File: src/rtl/sr_flag_arbiter_if.sv
// ---------------------------------------------------------------------------
// sr_flag_arbiter_if
//   Bundles the request/grant signals of sr_flag_arbiter into one interface.
//   Clock and reset stay plain ports on the arbiter.
//
//   Parameters
//     N    number of requesters
//     IDW  width of grant_id
//
//   Signals
//     set_req     [N]    per-requester set pulse        (master -> slave)
//     cancel_req  [N]    per-requester cancel pulse     (master -> slave)
//     done        [1]    resource finished with grant   (master -> slave)
//     pending     [N]    registered pending flags       (slave -> master)
//     grant       [N]    one-hot grant                  (slave -> master)
//     grant_valid [1]    a grant is active              (slave -> master)
//     grant_id    [IDW]  index of active grant          (slave -> master)
//     timeout     [1]    forced-release pulse           (slave -> master)
//
//   Modports
//     master  request sources and shared datapath side
//     slave   the arbiter
// ---------------------------------------------------------------------------
interface sr_flag_arbiter_if #(
  parameter int N   = 4,
  parameter int IDW = 2
);
  logic [N-1:0]   set_req;
  logic [N-1:0]   cancel_req;
  logic           done;
  logic [N-1:0]   pending;
  logic [N-1:0]   grant;
  logic           grant_valid;
  logic [IDW-1:0] grant_id;
  logic           timeout;

  modport master (
    output set_req, cancel_req, done,
    input  pending, grant, grant_valid, grant_id, timeout
  );

  modport slave (
    input  set_req, cancel_req, done,
    output pending, grant, grant_valid, grant_id, timeout
  );
endinterface

File: src/rtl/sr_flag_arbiter.sv
// ---------------------------------------------------------------------------
// sr_flag_arbiter
//   Round-robin scheduler sharing one downstream resource between N
//   requesters. Each requester owns an SR-style pending flag (S = set_req,
//   R = cancel_req). One pending requester is granted at a time and the
//   grant is held until done, a cancel of the granted index, or (optionally)
//   a timeout. Every grant returns through IDLE before the next one.
//
//   Parameters
//     N          number of requesters (2..8)
//     IDW        width of grant_id, 2**IDW >= N
//     TO_CYCLES  grant timeout in cycles (only with SR_ARB_TIMEOUT_EN)
//
//   Ports
//     clk    rising-edge clock
//     reset  asynchronous, active-low reset
//     bus    sr_flag_arbiter_if.slave: set_req, cancel_req, done in;
//            pending, grant, grant_valid, grant_id, timeout out
//
//   Configuration
//     SR_ARB_TIMEOUT_EN  when defined, a per-grant cycle counter force-
//                        releases a grant after TO_CYCLES cycles and pulses
//                        timeout; when undefined, timeout is tied 0 and no
//                        counter is built.
// ---------------------------------------------------------------------------
module sr_flag_arbiter #(
  parameter int N         = 4,
  parameter int IDW       = 2,
  parameter int TO_CYCLES = 16
) (
  input  logic               clk,
  input  logic               reset,
  sr_flag_arbiter_if.slave   bus
);

  localparam logic [0:0] ST_IDLE  = 1'b0;
  localparam logic [0:0] ST_GRANT = 1'b1;

  logic [0:0]     state_q,       state_d;
  logic [N-1:0]   pending_q,     pending_d;
  logic [N-1:0]   grant_q,       grant_d;
  logic           grant_valid_q, grant_valid_d;
  logic [IDW-1:0] grant_id_q,    grant_id_d;
  logic [IDW-1:0] last_id_q,     last_id_d;

  logic           sel_found;
  logic [IDW-1:0] sel_id;
  logic           in_grant;
  logic           cancel_rel;
  logic           to_hit;
  logic           release_now;

`ifdef SR_ARB_TIMEOUT_EN
  localparam int CW = $clog2(TO_CYCLES) + 1;
  logic [CW-1:0] cnt_q, cnt_d;
`endif

  // -------------------------------------------------------------------------
  // Round-robin search over the registered pending flags, starting just
  // after the last released index.
  // -------------------------------------------------------------------------
  always_comb begin
    // NOTE: every variable written here gets a default first so that no
    // path leaves it unassigned, which would infer a latch.
    sel_found = 1'b0;
    sel_id    = '0;
    for (int k = 1; k <= N; k++) begin
      logic [IDW-1:0] idx;
      idx = IDW'((int'(last_id_q) + k) % N);
      if (!sel_found && pending_q[idx]) begin
        sel_found = 1'b1;
        sel_id    = idx;
      end
    end
  end

  // -------------------------------------------------------------------------
  // Release conditions for the active grant.
  // -------------------------------------------------------------------------
  always_comb begin
    in_grant   = (state_q == ST_GRANT);
    // A cancel of the granted index only releases if it is not also being
    // re-set in the same cycle (set+cancel together is a no-change).
    cancel_rel = in_grant && bus.cancel_req[grant_id_q] && !bus.set_req[grant_id_q];
`ifdef SR_ARB_TIMEOUT_EN
    // done or a cancel release in the same cycle takes precedence, so the
    // timeout pulse stays low then.
    to_hit     = in_grant && (cnt_q == CW'(TO_CYCLES - 1)) && !bus.done && !cancel_rel;
`else
    to_hit     = 1'b0;
`endif
    release_now = in_grant && (bus.done || cancel_rel || to_hit);
  end

  // -------------------------------------------------------------------------
  // Pending flags: set wins, cancel clears, both together hold, otherwise
  // the flag is cleared when its index is released this cycle.
  // -------------------------------------------------------------------------
  always_comb begin
    pending_d = pending_q;
    for (int i = 0; i < N; i++) begin
      unique case ({bus.set_req[i], bus.cancel_req[i]})
        2'b10:   pending_d[i] = 1'b1;
        2'b01:   pending_d[i] = 1'b0;
        2'b11:   pending_d[i] = pending_q[i];
        default: if (release_now && (grant_id_q == IDW'(i))) pending_d[i] = 1'b0;
      endcase
    end
  end

  // -------------------------------------------------------------------------
  // Two-state FSM: IDLE arbitrates, GRANT holds until release.
  // -------------------------------------------------------------------------
  always_comb begin
    state_d       = state_q;
    grant_d       = grant_q;
    grant_valid_d = grant_valid_q;
    grant_id_d    = grant_id_q;
    last_id_d     = last_id_q;
    unique case (state_q)
      ST_IDLE: begin
        if (sel_found) begin
          grant_d       = {{(N-1){1'b0}}, 1'b1} << sel_id;
          grant_id_d    = sel_id;
          grant_valid_d = 1'b1;
          state_d       = ST_GRANT;
        end
      end
      default: begin
        if (release_now) begin
          grant_d       = '0;
          grant_id_d    = '0;
          grant_valid_d = 1'b0;
          last_id_d     = grant_id_q;
          state_d       = ST_IDLE;
        end
      end
    endcase
  end

`ifdef SR_ARB_TIMEOUT_EN
  // Cleared on entry to GRANT, so the first GRANT cycle sees count 0.
  always_comb begin
    cnt_d = cnt_q;
    if (state_q == ST_IDLE) cnt_d = '0;
    else                    cnt_d = cnt_q + CW'(1);
  end

  always_ff @(posedge clk or negedge reset) begin
    if (!reset) cnt_q <= '0;
    else        cnt_q <= cnt_d;
  end
`endif

  always_ff @(posedge clk or negedge reset) begin
    // NOTE: state uses non-blocking assignments so every flop samples the
    // pre-edge values regardless of statement order.
    if (!reset) begin
      state_q       <= ST_IDLE;
      pending_q     <= '0;
      grant_q       <= '0;
      grant_valid_q <= 1'b0;
      grant_id_q    <= '0;
      // Start one below index 0 so the first search begins at requester 0.
      last_id_q     <= IDW'(N - 1);
    end else begin
      state_q       <= state_d;
      pending_q     <= pending_d;
      grant_q       <= grant_d;
      grant_valid_q <= grant_valid_d;
      grant_id_q    <= grant_id_d;
      last_id_q     <= last_id_d;
    end
  end

  assign bus.pending     = pending_q;
  assign bus.grant       = grant_q;
  assign bus.grant_valid = grant_valid_q;
  assign bus.grant_id    = grant_id_q;
  assign bus.timeout     = to_hit;

endmodule
File: src/flat_wrapper.sv
// flat-port wrapper written by rule: the top's interface ports become plain ports
module sr_flag_arbiter_flat 
#(
  parameter int N         = 4,
  parameter int IDW       = 2,
  parameter int TO_CYCLES = 16
)
  (clk, reset, bus_set_req, bus_cancel_req, bus_done, bus_pending, bus_grant, bus_grant_valid, bus_grant_id, bus_timeout);
  sr_flag_arbiter_if #(.N(N), .IDW(IDW)) bus_i ();
  input  logic clk;
  input  logic reset;
  input wire logic [$bits(bus_i.set_req)-1:0] bus_set_req;
  input wire logic [$bits(bus_i.cancel_req)-1:0] bus_cancel_req;
  input wire logic [$bits(bus_i.done)-1:0] bus_done;
  output wire logic [$bits(bus_i.pending)-1:0] bus_pending;
  output wire logic [$bits(bus_i.grant)-1:0] bus_grant;
  output wire logic [$bits(bus_i.grant_valid)-1:0] bus_grant_valid;
  output wire logic [$bits(bus_i.grant_id)-1:0] bus_grant_id;
  output wire logic [$bits(bus_i.timeout)-1:0] bus_timeout;
  assign bus_i.set_req = bus_set_req;
  assign bus_i.cancel_req = bus_cancel_req;
  assign bus_i.done = bus_done;
  assign bus_pending = bus_i.pending;
  assign bus_grant = bus_i.grant;
  assign bus_grant_valid = bus_i.grant_valid;
  assign bus_grant_id = bus_i.grant_id;
  assign bus_timeout = bus_i.timeout;
  sr_flag_arbiter #(.N(N), .IDW(IDW), .TO_CYCLES(TO_CYCLES)) u_core (.clk(clk), .reset(reset), .bus(bus_i));
endmodule
File: config.mk
export PLATFORM = sky130hd
export DESIGN_NAME = sr_flag_arbiter_flat
export DESIGN_NICKNAME = d
export VERILOG_FILES = /design/src/rtl/sr_flag_arbiter_if.sv /design/src/rtl/sr_flag_arbiter.sv /design/src/flat_wrapper.sv
export SDC_FILE = /design/constraint.sdc
export NUM_CORES = 1
export LEC_CHECK = 0
export CORE_MARGIN = 4
export CORE_UTILIZATION = 45
export DETAILED_ROUTE_END_ITERATION = 7
export GPL_ROUTABILITY_DRIVEN = 0
export HOLD_SLACK_MARGIN = 0.02
export PLACE_DENSITY = 0.88
export SYNTH_ARGS = -nofsm -noshare
export SYNTH_HDL_FRONTEND = slang
export SYNTH_SLANG_ARGS = --single-unit
File: constraint.sdc
create_clock -name clk -period 4.8 [get_ports clk]
set_input_delay 0.72 -clock clk [delete_from_list [all_inputs] [get_ports clk]]
set_output_delay 0.72 -clock clk [all_outputs]
set_load 0.02 [all_outputs]
==> impl_metrics.prom <==
# TYPE chip_impl_metric gauge
chip_impl_metric{name="cts_inserted_buffers",unit=""} 3
chip_impl_metric{name="synthesis.nets",unit=""} 92
chip_impl_metric{name="worst_slew_pin_slew",unit="ns"} 0.6027
chip_impl_metric{name="via_count",unit=""} 698
chip_impl_info{name="synthMostInstantiatedCell",value="sky130_fd_sc_hd__dfrtp_1"} 1
chip_impl_metric{name="io_buffer_count",unit=""} 21
chip_impl_metric{name="detail_route.first_pass.iterations",unit=""} 4
chip_impl_metric{name="synth-edff-count",unit=""} 0
chip_impl_metric{name="start_util",unit="%"} 47.89
chip_impl_metric{name="dieHeight",unit="um"} 51.10
chip_impl_metric{name="maxSlewHeadroom",unit="%"} 59.69
chip_impl_metric{name="timing.critical_path.fanout_max",unit=""} 10
chip_impl_metric{name="data_arrival_critical_path",unit="ns"} 2.48
chip_impl_metric{name="layout.nets",unit=""} 115
chip_impl_metric{name="grt_max_degree",unit=""} 15
chip_impl_metric{name="post_drt_wl_per_cell",unit="um"} 13.95
chip_impl_metric{name="critPathRequiredTime",unit="ns"} 5.02
chip_impl_info{name="synth_common_cells",value="12 x sky130_fd_sc_hd__dfrtp_1, 7 x sky130_fd_sc_hd__inv_1, 7 x sky130_fd_sc_hd__o21ai_0"} 1
chip_impl_metric{name="rows",unit=""} 15
chip_impl_metric{name="period_share",unit="%"} 47.10
chip_impl_metric{name="multi_input_area",unit="um2"} 437.9
chip_impl_metric{name="netlist_area",unit="um2"} 835.8
chip_impl_info{name="tritoncts",value="built"} 1
chip_impl_metric{name="min_delay_path_depth",unit=""} 1
chip_impl_metric{name="overflow",unit=""} 0
chip_impl_metric{name="yosysTopAreaCellShare",unit="%"} 35.93
chip_impl_metric{name="first_pass_grt_wire_length",unit="mm"} 2.849
chip_impl_metric{name="area_delta_synth_final",unit="%"} 30.99
chip_impl_metric{name="synth-async-reset-ratio",unit="%"} 100.0
chip_impl_metric{name="drt-total-wl",unit="mm"} 1.730
chip_impl_metric{name="grt_antenna_before_repair",unit=""} 0
chip_impl_metric{name="die_width",unit="um"} 51.10
chip_impl_metric{name="ys.warnings.count",unit=""} 0
chip_impl_metric{name="p_leak",unit="nW"} 0.4557
chip_impl_metric{name="dp_hpwl",unit="mm"} 1.322
chip_impl_metric{name="number_of_setup_buffers_added_after_cts",unit=""} 0
chip_impl_metric{name="finClkSkew",unit="ns"} 0.006818
chip_impl_metric{name="drcViolationCount",unit=""} 0
chip_impl_metric{name="p_seq_share",unit="%"} 37.7
chip_impl_metric{name="syn_inst",unit=""} 77
chip_impl_metric{name="netSwitchingFraction",unit="%"} 39.17
chip_impl_metric{name="total_switching_power",unit="mW"} 0.2282
chip_impl_metric{name="synth.ff_latch_count",unit=""} 14
chip_impl_metric{name="power_density",unit="mW/mm2"} 532.2
chip_impl_metric{name="finalHoldViolations",unit=""} 0
chip_impl_info{name="status",value="finished clean"} 1
chip_impl_metric{name="cts_resized",unit=""} 0
chip_impl_metric{name="number_of_global_route_vias_before_repair",unit=""} 668
chip_impl_metric{name="clock_sinks",unit=""} 14
chip_impl_metric{name="fin_total_pwr",unit="mW"} 0.5826
chip_impl_metric{name="post_cts_hold_buffer_count",unit=""} 0
chip_impl_metric{name="drive_above_1_share",unit="%"} 17.17
chip_impl_info{name="setup.worst_path.start_class",value="input port"} 1
chip_impl_metric{name="synth_cell_type_count",unit=""} 35
chip_impl_info{name="synth_ff_type",value="sky130_fd_sc_hd__dfrtp_1"} 1
chip_impl_metric{name="antenna_violating_nets_post_route",unit=""} 0
chip_impl_metric{name="achievable-frequency",unit="MHz"} 442.4
chip_impl_metric{name="postSynthAreaPerCell",unit="um2"} 10.85
chip_impl_metric{name="fraction_of_power_consumed_by_combinational_cells",unit="%"} 47.6
chip_impl_info{name="worstSetupPathType",value="input port to register"} 1
chip_impl_metric{name="htree_num_levels",unit=""} 1
chip_impl_metric{name="final-max-slew-violation-count",unit=""} 0
chip_impl_metric{name="drt-vias-per-instance",unit=""} 5.629
chip_impl_metric{name="antenna-diode-count",unit=""} 0
chip_impl_metric{name="fillers",unit=""} 134
chip_impl_metric{name="die-area",unit="mm2"} 0.002611
chip_impl_metric{name="fin_crit",unit="ns"} 2.261
chip_impl_metric{name="initialDrtViolationCount",unit=""} 14
chip_impl_metric{name="core_region_area",unit="mm2"} 0.001745
chip_impl_metric{name="register_area",unit="um2"} 352.8
chip_impl_metric{name="gr-usage-all-layers",unit="%"} 15.13
chip_impl_metric{name="worst_reg2reg_path_length_in_cells",unit=""} 4
chip_impl_metric{name="final-setup-viol-count",unit=""} 0
chip_impl_info{name="endpoint_class_of_the_critical_path",value="register"} 1
chip_impl_info{name="hold_class",value="register to register"} 1
chip_impl_metric{name="synth_sequential_area_ratio",unit="%"} 42.22
chip_impl_metric{name="finalHoldWorstSlack",unit="ns"} 0.4916
chip_impl_metric{name="vdd_drop_max",unit="uV"} 355.9
chip_impl_metric{name="io-pin-count",unit=""} 23
chip_impl_metric{name="layout.core_utilization",unit="%"} 62.72
chip_impl_info{name="synth.top_cells.by_area",value="sky130_fd_sc_hd__dfrtp_1 36%, sky130_fd_sc_hd__dfstp_2 6.3%, sky130_fd_sc_hd__ha_1 6.0%, sky130_fd_sc_hd__mux2_2 5.4%, sky130_fd_sc_hd__a32o_1 4.8%"} 1
chip_impl_metric{name="power.clock.fraction",unit="%"} 14.7
chip_impl_metric{name="max_cap_violations",unit=""} 0
chip_impl_metric{name="power_report.internal_total",unit="mW"} 0.3544
chip_impl_metric{name="ctsLongestPathBuffers",unit=""} 2
chip_impl_metric{name="setup_total_negative_slack",unit="ns"} 0
chip_impl_info{name="clk_root_buffer_cell",value="sky130_fd_sc_hd__clkbuf_4"} 1
chip_impl_metric{name="insertion_delay",unit="ns"} 0.29
chip_impl_info{name="yosysTopAreaCell",value="sky130_fd_sc_hd__dfrtp_1"} 1
chip_impl_metric{name="clock_transition_at_the_registers_of_the_reported_paths",unit="ns"} 0.08
chip_impl_info{name="rsz0062_at_grt",value="no"} 1
==> registers in the layout, indices dropped and copies added, names as in the netlist <==
| signal | flops |
|---|---|
| u_core.bus.grant | 4 |
| u_core.bus.grant_id | 2 |
| u_core.bus.grant_valid | 1 |
| u_core.in_grant | 1 |
| u_core.bus.pending | 4 |
| u_core.last_id_q | 2 |
==> cells in the final DEF (no fill, tap or decap), drive strengths merged, types with 2 or more instances in the layout <==
cell type | Yosys | routed
ha | 4 | 4
nand2b | 2 | 2
a21oi | 4 | 4
clkdlybuf4s50 | 0 | 21
mux2 | 4 | 4
o21ai | 7 | 7
o2111ai | 2 | 2
dfstp | 2 | 2
clkbuf | 1 | 4
dfrtp | 12 | 12
and2 | 2 | 2
a32o | 4 | 4
nor2b | 3 | 3
inv | 7 | 7
a41oi | 2 | 2
==> logic make-up (layout without fill, tap and decap cells) <==
kind of cell,Yosys count,after routing,share of synthesized area (%)
AO/OA/AOI/OAI,27,27,25.75
AND/OR/NAND/NOR,16,16,13.62
flip-flops,14,14,42.22
buffers and inverters,10,32,5.389
multiplexers,5,5,6.586
adder cells (fa/ha/maj),4,4,5.988
other,1,1,0.4487
==> worst paths after layout <==
path | start | end | slack, ns
max | bus_set_req[3] | u_core.last_id_q[1]$_DFFE_PN1P_ | 2.54
min | u_core.bus.grant_valid$_DFFE_PN0P_ | u_core.bus.grant_valid$_DFFE_PN0P_ | 0.49
max reg2reg | u_core.bus.pending[3]$_DFFE_PN0P_ | u_core.bus.grant[2]$_DFFE_PN0P_ | 2.95
min reg2reg | u_core.bus.grant_valid$_DFFE_PN0P_ | u_core.bus.grant_valid$_DFFE_PN0P_ | 0.49
max in group asynchronous | reset | u_core.bus.grant_id[1]$_DFFE_PN0P_ | 3.60
min in group asynchronous | reset | u_core.bus.grant[3]$_DFFE_PN0P_ | 0.80
==> power by group through the flow <==
stage | Combinational (mW) | Clock [mW] | Sequential [mW]
after floorplan | 0.155 | 0 | 0.238
after detailed placement | 0.277 | 0 | 0.220
after CTS | 0.278 | 0.0876 | 0.218
after global placement | 0.272 | 0 | 0.217
after global routing | 0.297 | 0.0973 | 0.225
final | 0.277 | 0.0858 | 0.219
==> final cells by class <==
class	instances	share of cell area, %
Inverter	7	2.400
Timing Repair Buffer	21	19.20
Multi-Input combinational cell	53	40.00
Tap cell	25	2.857
Sequential cell	14	32.23
Clock buffer	4	3.314
==> critical path, cell delays in order <==
cell,delay [ns]
sky130_fd_sc_hd__clkdlybuf4s50_1,0.52
sky130_fd_sc_hd__nand3b_1,0.13
sky130_fd_sc_hd__a21oi_1,0.10
sky130_fd_sc_hd__o41ai_4,0.60
sky130_fd_sc_hd__mux2_2,0.40
==> through the flow <==
step           cells  setup WS (ns)  instance area (um2)
2_1_floorplan     77          2.844                835.8
3_3_place_gp     120          2.290                 1059
3_5_place_dp     120          2.242                 1059
4_1_cts          124          2.540                 1095
5_1_grt          124          2.470                 1095
6_report         124          2.539                 1095
==> layer usage <==
metal  up-vias  track usage [%]  part of all wire, %
li1        341                -                    -
met1       334            15.96                   43
met2        18            25.11                   51
met3         5            5.831                  3.9
met4         0            9.417                  2.0
met5         -                0                    0
(Power assumes the default switching activity.)
